<file path="src/rtl/param_override_rx_pkg.sv">
// Shared types and constants for the parameter-override receiver.
// States, frame constants, error causes and the per-id length rule.
package param_override_pkg;

  typedef enum logic [2:0] {IDLE, COUNT, ID, LEN, DATA, CSUM, ERR} state_t;

  typedef enum logic [1:0] {
    EC_HDR   = 2'd0,
    EC_IDLEN = 2'd1,
    EC_VALUE = 2'd2,
    EC_CSUM  = 2'd3
  } err_code_t;

  localparam logic [7:0] FRAME_HDR = 8'hA5;
  localparam logic [1:0] ID_P0 = 2'd0;
  localparam logic [1:0] ID_P1 = 2'd1;
  localparam logic [1:0] ID_P2 = 2'd2;
  localparam logic [1:0] ID_P3 = 2'd3;

  // PARAM0 is always 4 chars, bool/hex are a single byte, PARAM3 takes 1..4 bytes.
  function automatic logic len_legal(input logic [1:0] id, input logic [7:0] len);
    logic ok;
    case (id)
      ID_P0:        ok = (len == 8'd4);
      ID_P1, ID_P2: ok = (len == 8'd1);
      default:      ok = (len >= 8'd1) && (len <= 8'd4);
    endcase
    return ok;
  endfunction

endpackage

</file>
<file path="src/rtl/param_override_rx_if.sv">
// Byte-stream link carrying override frames into the receiver.
interface param_override_rx_if;
  logic [7:0] in_data;
  logic       in_valid;
  logic       in_ready;

  modport master (output in_data, in_valid, input in_ready);
  modport slave  (input in_data, in_valid, output in_ready);
endinterface

</file>
<file path="src/rtl/param_override_rx_shadow.sv">
// Shadow value registers, present-mask and atomic commit into the live params.
// Values accumulate big-endian; the first byte of a record restarts its register.
module param_override_shadow
  import param_override_pkg::*;
#(
  parameter logic [31:0] P0_DEFAULT = 32'h30303030,
  parameter logic        P1_DEFAULT = 1'b0,
  parameter logic [3:0]  P2_DEFAULT = 4'h0,
  parameter logic [31:0] P3_DEFAULT = 32'd10
) (
  input  logic        clk,
  input  logic        rst,
  input  logic        wr_en,
  input  logic [1:0]  wr_id,
  input  logic [1:0]  byte_idx,
  input  logic [7:0]  wr_data,
  input  logic        commit_en,
  input  logic        clear,
  output logic [31:0] param0,
  output logic        param1,
  output logic [3:0]  param2,
  output logic [31:0] param3
);

  logic [31:0] sh0, sh3;
  logic        sh1;
  logic [3:0]  sh2;
  logic [3:0]  present;

  always_ff @(posedge clk) begin
    if (rst) begin
      param0  <= P0_DEFAULT;
      param1  <= P1_DEFAULT;
      param2  <= P2_DEFAULT;
      param3  <= P3_DEFAULT;
      sh0     <= '0;
      sh1     <= 1'b0;
      sh2     <= '0;
      sh3     <= '0;
      present <= '0;
    end else if (commit_en) begin
      if (present[ID_P0]) param0 <= sh0;
      if (present[ID_P1]) param1 <= sh1;
      if (present[ID_P2]) param2 <= sh2;
      if (present[ID_P3]) param3 <= sh3;
      sh0     <= '0;
      sh1     <= 1'b0;
      sh2     <= '0;
      sh3     <= '0;
      present <= '0;
    end else if (clear) begin
      sh0     <= '0;
      sh1     <= 1'b0;
      sh2     <= '0;
      sh3     <= '0;
      present <= '0;
    end else if (wr_en) begin
      present[wr_id] <= 1'b1;
      // Restarting on byte 0 zero-extends short PARAM3 values and lets a duplicate id win.
      case (wr_id)
        ID_P0:   sh0 <= (byte_idx == 2'd0) ? {24'h0, wr_data} : {sh0[23:0], wr_data};
        ID_P1:   sh1 <= wr_data[0];
        ID_P2:   sh2 <= wr_data[3:0];
        default: sh3 <= (byte_idx == 2'd0) ? {24'h0, wr_data} : {sh3[23:0], wr_data};
      endcase
    end
  end

endmodule

</file>
<file path="src/rtl/param_override_rx.sv">
// Receiver for instance parameter-override frames: framing, checksum, atomic commit.
// Optional PARAM_OVERRIDE_RX_TIMEOUT_EN adds a 16-bit stall timeout that drops the frame.
module param_override_rx
  import param_override_pkg::*;
#(
  parameter logic [31:0] P0_DEFAULT  = 32'h30303030,
  parameter logic        P1_DEFAULT  = 1'b0,
  parameter logic [3:0]  P2_DEFAULT  = 4'h0,
  parameter logic [31:0] P3_DEFAULT  = 32'd10,
  parameter int          MAX_RECORDS = 4
) (
  input  logic                clk,
  input  logic                rst,
  param_override_rx_if.slave  bus,
  output logic [31:0]         param0,
  output logic                param1,
  output logic [3:0]          param2,
  output logic [31:0]         param3,
  output logic                commit,
  output logic                err,
  output logic [1:0]          err_code
);

  localparam logic [7:0] MAX_REC_B = 8'(MAX_RECORDS);

  state_t      state, nxt;
  err_code_t   err_code_q, nxt_code;
  logic [7:0]  b;
  logic        hs;
  logic [2:0]  rec_left;
  logic [1:0]  cur_id;
  logic [2:0]  cur_len;
  logic [1:0]  byte_idx;
  logic [7:0]  csum;
  logic        commit_q;
  logic        wr_en, commit_en, clear;
  logic        last_byte, bad_value, tmo;

  assign b           = bus.in_data;
  assign bus.in_ready = ~rst & (state != ERR);
  assign hs          = bus.in_valid & bus.in_ready;
  assign last_byte   = ({1'b0, byte_idx} == (cur_len - 3'd1));
  assign bad_value   = ((cur_id == ID_P1) && (b > 8'd1)) ||
                       ((cur_id == ID_P2) && (b[7:4] != 4'h0));

`ifdef PARAM_OVERRIDE_RX_TIMEOUT_EN
  logic [15:0] idle_cnt;

  always_ff @(posedge clk) begin
    if (rst || state == IDLE || state == ERR || hs) idle_cnt <= '0;
    else                                          idle_cnt <= idle_cnt + 16'd1;
  end

  assign tmo = (idle_cnt == 16'hFFFF);
`else
  assign tmo = 1'b0;
`endif

  always_comb begin
    nxt       = state;
    nxt_code  = err_code_q;
    wr_en     = 1'b0;
    commit_en = 1'b0;
    clear     = 1'b0;
    case (state)
      IDLE:  if (hs && b == FRAME_HDR) nxt = COUNT;
      COUNT: if (hs) begin
        if (b == 8'd0 || b > MAX_REC_B) begin nxt = ERR; nxt_code = EC_HDR; end
        else nxt = ID;
      end
      ID:    if (hs) begin
        if (b > 8'd3) begin nxt = ERR; nxt_code = EC_IDLEN; end
        else nxt = LEN;
      end
      LEN:   if (hs) begin
        if (!len_legal(cur_id, b)) begin nxt = ERR; nxt_code = EC_IDLEN; end
        else nxt = DATA;
      end
      DATA:  if (hs) begin
        if (bad_value) begin nxt = ERR; nxt_code = EC_VALUE; end
        else begin
          wr_en = 1'b1;
          if (last_byte) nxt = (rec_left == 3'd1) ? CSUM : ID;
        end
      end
      CSUM:  if (hs) begin
        if (b == csum) begin commit_en = 1'b1; nxt = IDLE; end
        else begin nxt = ERR; nxt_code = EC_CSUM; end
      end
      ERR: begin
        clear = 1'b1;
        nxt   = IDLE;
      end
      default: nxt = IDLE;
    endcase
    // A stalled frame is abandoned and reported as a framing fault.
    if (tmo && !hs && state != IDLE && state != ERR) begin
      nxt      = ERR;
      nxt_code = EC_HDR;
    end
  end

  always_ff @(posedge clk) begin
    if (rst) begin
      state      <= IDLE;
      err_code_q <= EC_HDR;
      commit_q   <= 1'b0;
      rec_left   <= '0;
      cur_id     <= '0;
      cur_len    <= '0;
      byte_idx   <= '0;
      csum       <= '0;
    end else begin
      state      <= nxt;
      err_code_q <= nxt_code;
      commit_q   <= commit_en;
      if (hs) begin
        case (state)
          IDLE:  csum <= '0;
          COUNT: begin csum <= b; rec_left <= b[2:0]; end
          ID:    begin csum <= csum ^ b; cur_id <= b[1:0]; end
          LEN:   begin csum <= csum ^ b; cur_len <= b[2:0]; byte_idx <= '0; end
          DATA: begin
            csum     <= csum ^ b;
            byte_idx <= byte_idx + 2'd1;
            if (last_byte) rec_left <= rec_left - 3'd1;
          end
          default: ;
        endcase
      end
    end
  end

  param_override_shadow #(
    .P0_DEFAULT(P0_DEFAULT),
    .P1_DEFAULT(P1_DEFAULT),
    .P2_DEFAULT(P2_DEFAULT),
    .P3_DEFAULT(P3_DEFAULT)
  ) u_shadow (
    .clk      (clk),
    .rst      (rst),
    .wr_en    (wr_en),
    .wr_id    (cur_id),
    .byte_idx (byte_idx),
    .wr_data  (b),
    .commit_en(commit_en),
    .clear    (clear),
    .param0   (param0),
    .param1   (param1),
    .param2   (param2),
    .param3   (param3)
  );

  assign commit   = commit_q;
  assign err      = (state == ERR);
  assign err_code = err_code_q;

endmodule

</file>
<file path="src/flat_wrapper.sv">
// flat-port wrapper written by rule: the top's interface ports become plain ports
module param_override_rx_flat import param_override_pkg::*;
#(
  parameter logic [31:0] P0_DEFAULT  = 32'h30303030,
  parameter logic        P1_DEFAULT  = 1'b0,
  parameter logic [3:0]  P2_DEFAULT  = 4'h0,
  parameter logic [31:0] P3_DEFAULT  = 32'd10,
  parameter int          MAX_RECORDS = 4
)
  (clk, rst, param0, param1, param2, param3, commit, err, err_code, bus_in_data, bus_in_valid, bus_in_ready);
  param_override_rx_if bus_i ();
  input  logic clk;
  input  logic rst;
  output logic [31:0] param0;
  output logic param1;
  output logic [3:0] param2;
  output logic [31:0] param3;
  output logic commit;
  output logic err;
  output logic [1:0] err_code;
  input wire logic [$bits(bus_i.in_data)-1:0] bus_in_data;
  input wire logic [$bits(bus_i.in_valid)-1:0] bus_in_valid;
  output wire logic [$bits(bus_i.in_ready)-1:0] bus_in_ready;
  assign bus_i.in_data = bus_in_data;
  assign bus_i.in_valid = bus_in_valid;
  assign bus_in_ready = bus_i.in_ready;
  param_override_rx #(.P0_DEFAULT(P0_DEFAULT), .P1_DEFAULT(P1_DEFAULT), .P2_DEFAULT(P2_DEFAULT), .P3_DEFAULT(P3_DEFAULT), .MAX_RECORDS(MAX_RECORDS)) u_core (.clk(clk), .rst(rst), .bus(bus_i), .param0(param0), .param1(param1), .param2(param2), .param3(param3), .commit(commit), .err(err), .err_code(err_code));
endmodule
</file>
<file path="config.mk">
export PLATFORM = sky130hd
export DESIGN_NAME = param_override_rx_flat
export DESIGN_NICKNAME = d
export VERILOG_FILES = /design/src/rtl/param_override_rx_pkg.sv /design/src/rtl/param_override_rx_if.sv /design/src/rtl/param_override_rx_shadow.sv /design/src/rtl/param_override_rx.sv /design/src/flat_wrapper.sv
export SDC_FILE = /design/constraint.sdc
export NUM_CORES = 1
export LEC_CHECK = 0
export ABC_AREA = 1
export CORE_UTILIZATION = 50
export CTS_BUF_LIST = sky130_fd_sc_hd__clkbuf_16
export DETAILED_ROUTE_END_ITERATION = 7
export PLACE_DENSITY = 0.73
export SLEW_MARGIN = 20
export SYNTH_ARGS = -nofsm -noshare
export SYNTH_HDL_FRONTEND = slang
export SYNTH_SLANG_ARGS = --single-unit
export TNS_END_PERCENT = 100
</file>
<file path="constraint.sdc">
create_clock -name clk -period 2.6 [get_ports clk]
set_input_delay 0.78 -clock clk [delete_from_list [all_inputs] [get_ports clk]]
set_output_delay 0.78 -clock clk [all_outputs]
set_load 0.05 [all_outputs]
</file>
==> impl_metrics.tcl <==
set metrics [dict create \
    design_area_um2 8810 \
    clkLatencyLatePin_ps 430 \
    syn_inst 884 \
    syn_nets 907 \
    cts_resized 0 \
    synth_area_leaders "dfxtp_1, nand2_1, nor2_1" \
    cts-hold-fix-buffers 0 \
    max_freq_mhz 407 \
    dpl.hpwl_um 11200 \
    ys_seq_elements 166 \
    hp-start "u_core.u_shadow.param0[20]" \
    htreeDepth 4 \
    synthXorXnorAreaFrac_pct 0.503 \
    drt-vias-per-instance 5.19 \
    port_buffers 84 \
    gp_congestion 0.892 \
    rsz0062_at_grt "false" \
    grt_pass1_vias 5781 \
    status "finished clean" \
    start_util_pct 52.0 \
    p_leak_uw 0.00365 \
    startpoint_type "input pin" \
    yosys-mux-area-fraction_pct 0 \
    cp-end-kind "flop" \
    grt_max_degree 53 \
    slew_viol_final 0 \
    design.core.area_um2 13400 \
    critPathKind "input pin to flop" \
    synthSimpleGateAreaFrac_pct 24.7 \
    areaGrowthSynthToFinish_pct 26.6 \
    postPlaceCellArea_um2 8210 \
    ys_top_cells_by_count "dfxtp_1, nand2_1, nor2_1" \
    numCtsBuffers 17 \
    synthArstFlopShare_pct 0 \
    die_x_um 120 \
    grt_first_pass_wirelength_um 27800 \
    route.met2.wl_um 7700 \
    fin_tns_setup_ps 0 \
    die_area_um2 14400 \
    synth_cell_types 36 \
    syn_avg_cell_area_um2 7.88 \
    drive_gt1_share_pct 16.0 \
    drtPass1Iterations 7 \
    postRouteAntennaNets 0 \
    post-route-min-period_ps 2450 \
    hold_viol 0 \
    grt_overflow 0 \
    cts.path.max_buffers 2 \
    routed.top_layer "met4" \
    drtIter0Drc 468 \
    nNetsFinal 1016 \
    yosys_warnings 0 \
    synth_edf_count 0 \
    drcViolationCount 0 \
    synth_top_family_by_area "simple AND/OR/NAND/NOR gates" \
    place_inst 1150 \
    tightest_slew_ps 568 \
    ys.flop_type "dfxtp_1" \
    crit_arrival_ps 2770 \
    hp-class "flop to flop" \
    crit_start "bus_in_data[0]" \
    clock-sinks 166 \
    vias 6131 \
    period_share_pct 94.4 \
    report.final.setup_viol 0 \
    yosysMostFrequentCell "dfxtp_1" \
    post-cts-setup-buffer-count 0 \
    yosysTopAreaCellShare_pct 47.7 \
    yosysTopAreaCell "dfxtp_1" \
    critPathMaxFanout 24 \
    clock_skew_ps 13.0 \
    syn_area_um2 6960 \
    fill_cells 1143 \
    peakVddDrop_mv 0.516 \
    antenna_found_initial 0 \
    stdcell_count 1181 \
    power.total_uw 5740 \
    synth_compound_area_share_pct 17.5 \
    routed-wl-met3_um 786 \
    synth_fa_ha_area_share_pct 2.16 \
    power.density_nw_per_um2 652 \
    drv_cap 0 \
    drt-met1-wl_um 7730 \
    antenna_cells 0 \
    routed_wl_um 16500 \
    cts_tree "done" \
    path_clk_slew_ps 60 \
    r2r_start "u_core.cur_id[0]" \
    critPathRequiredTime_ps 2910 \
    grt_util_all_layers_pct 24.3 \
    relSlewSlack_pct 62.0 \
    dieHeight_um 120 \
    yosysSeqAreaShare_pct 47.7 \
    wl_per_cell_um 14.0 \
    root_buffer "clkbuf_16" \
    num_rows 42 \
    io_pins 85 \
]
==> placed cells by master (no fill, tap or decap) <==
cell / Yosys / final
o22ai_1: 8 / 8
bufinv_16: 0 / 4
clkinv_2: 0 / 3
a21boi_0: 1 / 1
nor2_4: 7 / 7
inv_6: 0 / 2
o21ai_1: 5 / 5
nand4_4: 2 / 2
a31oi_1: 2 / 2
clkinv_1: 0 / 1
nor2_8: 1 / 1
inv_4: 2 / 2
buf_4: 10 / 50
o21ai_2: 1 / 1
nand3_2: 1 / 1
a21oi_1: 57 / 57
xnor2_1: 2 / 2
clkdlybuf4s50_1: 0 / 82
nand3_4: 2 / 2
dfxtp_1: 166 / 166
nand2_1: 152 / 152
nand4_1: 1 / 1
nand2_2: 4 / 4
nand3_1: 77 / 77
buf_12: 0 / 6
ha_1: 12 / 12
nand3b_1: 3 / 3
inv_1: 43 / 44
inv_2: 13 / 13
nor2_1: 132 / 132
nor3_1: 3 / 3
clkinvlp_4: 0 / 3
xor2_1: 2 / 2
o21ai_0: 94 / 94
a21oi_2: 40 / 40
o21ba_2: 1 / 1
nor2_2: 2 / 2
clkbuf_16: 0 / 17
==> sequential cells by signal, indices dropped and copies added, names as in the netlist <==
signal                   cells
u_core.csum                  8
u_core.rec_left              3
u_core.commit                1
u_core.u_shadow.param2       4
u_core.u_shadow.sh3         32
u_core.u_shadow.sh0         32
u_core.u_shadow.param0      32
u_core.err_code              2
u_core.u_shadow.param3      32
u_core.cur_len               3
u_core.u_shadow.param1       1
u_core.u_shadow.sh1          1
u_core.state                 3
u_core.u_shadow.present      4
u_core.u_shadow.sh2          4
u_core.cur_id                2
u_core.byte_idx              2
==> through the flow <==
| stage | utilization, % | hold WS [ps] | setup slack (ps) |
|---|---|---|---|
| 4_1_cts | 65.8 | 463 | 166 |
| 5_1_grt | 65.8 | 486 | 56.1 |
| 6_report | 65.8 | 459 | 146 |
| 3_5_place_dp | 61.2 | 451 | -182 |
| 2_1_floorplan | - | 430 | 443 |
| 3_3_place_gp | 61.2 | 444 | -145 |
==> path summary, 6_finish.rpt <==
kind	cells past startpoint	endpoint	slack, ps
hold reg to reg	2	u_core.u_shadow.param0[20]	460
setup reg to reg	8	u_core.u_shadow.sh3[26]	730
setup / recovery	10	u_core.u_shadow.sh3[26]	150
hold / removal	2	u_core.u_shadow.param0[20]	460
==> power by group <==
group          leakage [uW]  total (uW)  internal [uW]  switching [uW]
Combinational       0.00202         523            190             333
Sequential          0.00134        2610           2580            28.0
Clock              0.000294        2610           1590            1020
Total               0.00365        5740           4360            1380
==> per-layer routing <==
metal	GRT usage, %	vias up
li1	-	3117
met5	0	-
met1	32.2	2821
met3	4.99	29
met4	8.83	0
met2	38.8	164
==> layout make-up <==
cell class | instances | area (um2) | share of cell area (%)
flip-flops and latches | 166 | 3320 | 37.7
multi-input cells | 612 | 3120 | 35.4
repair buffers | 138 | 1320 | 14.9
clock buffers | 17 | 425 | 4.83
inverters | 58 | 223 | 2.53
well taps | 176 | 220 | 2.50
clock inverters | 14 | 183 | 2.07
==> kinds of logic after synthesis <==
group | after synthesis
buf+inv | 106
compound gates | 209
flops | 166
simple gates | 387
fa+ha+maj | 12
xor+xnor | 4
==> worst max-delay path, stage by stage <==
cell	delay [ps]
clkdlybuf4s50_1	610
nand2_1	140
nor2_1	220
nand2_2	100
nand3_4	100
nand4_4	110
nor2_4	240
inv_2	240
nand2_1	150
a21oi_2	60
Power figures use the tool's default switching activity.
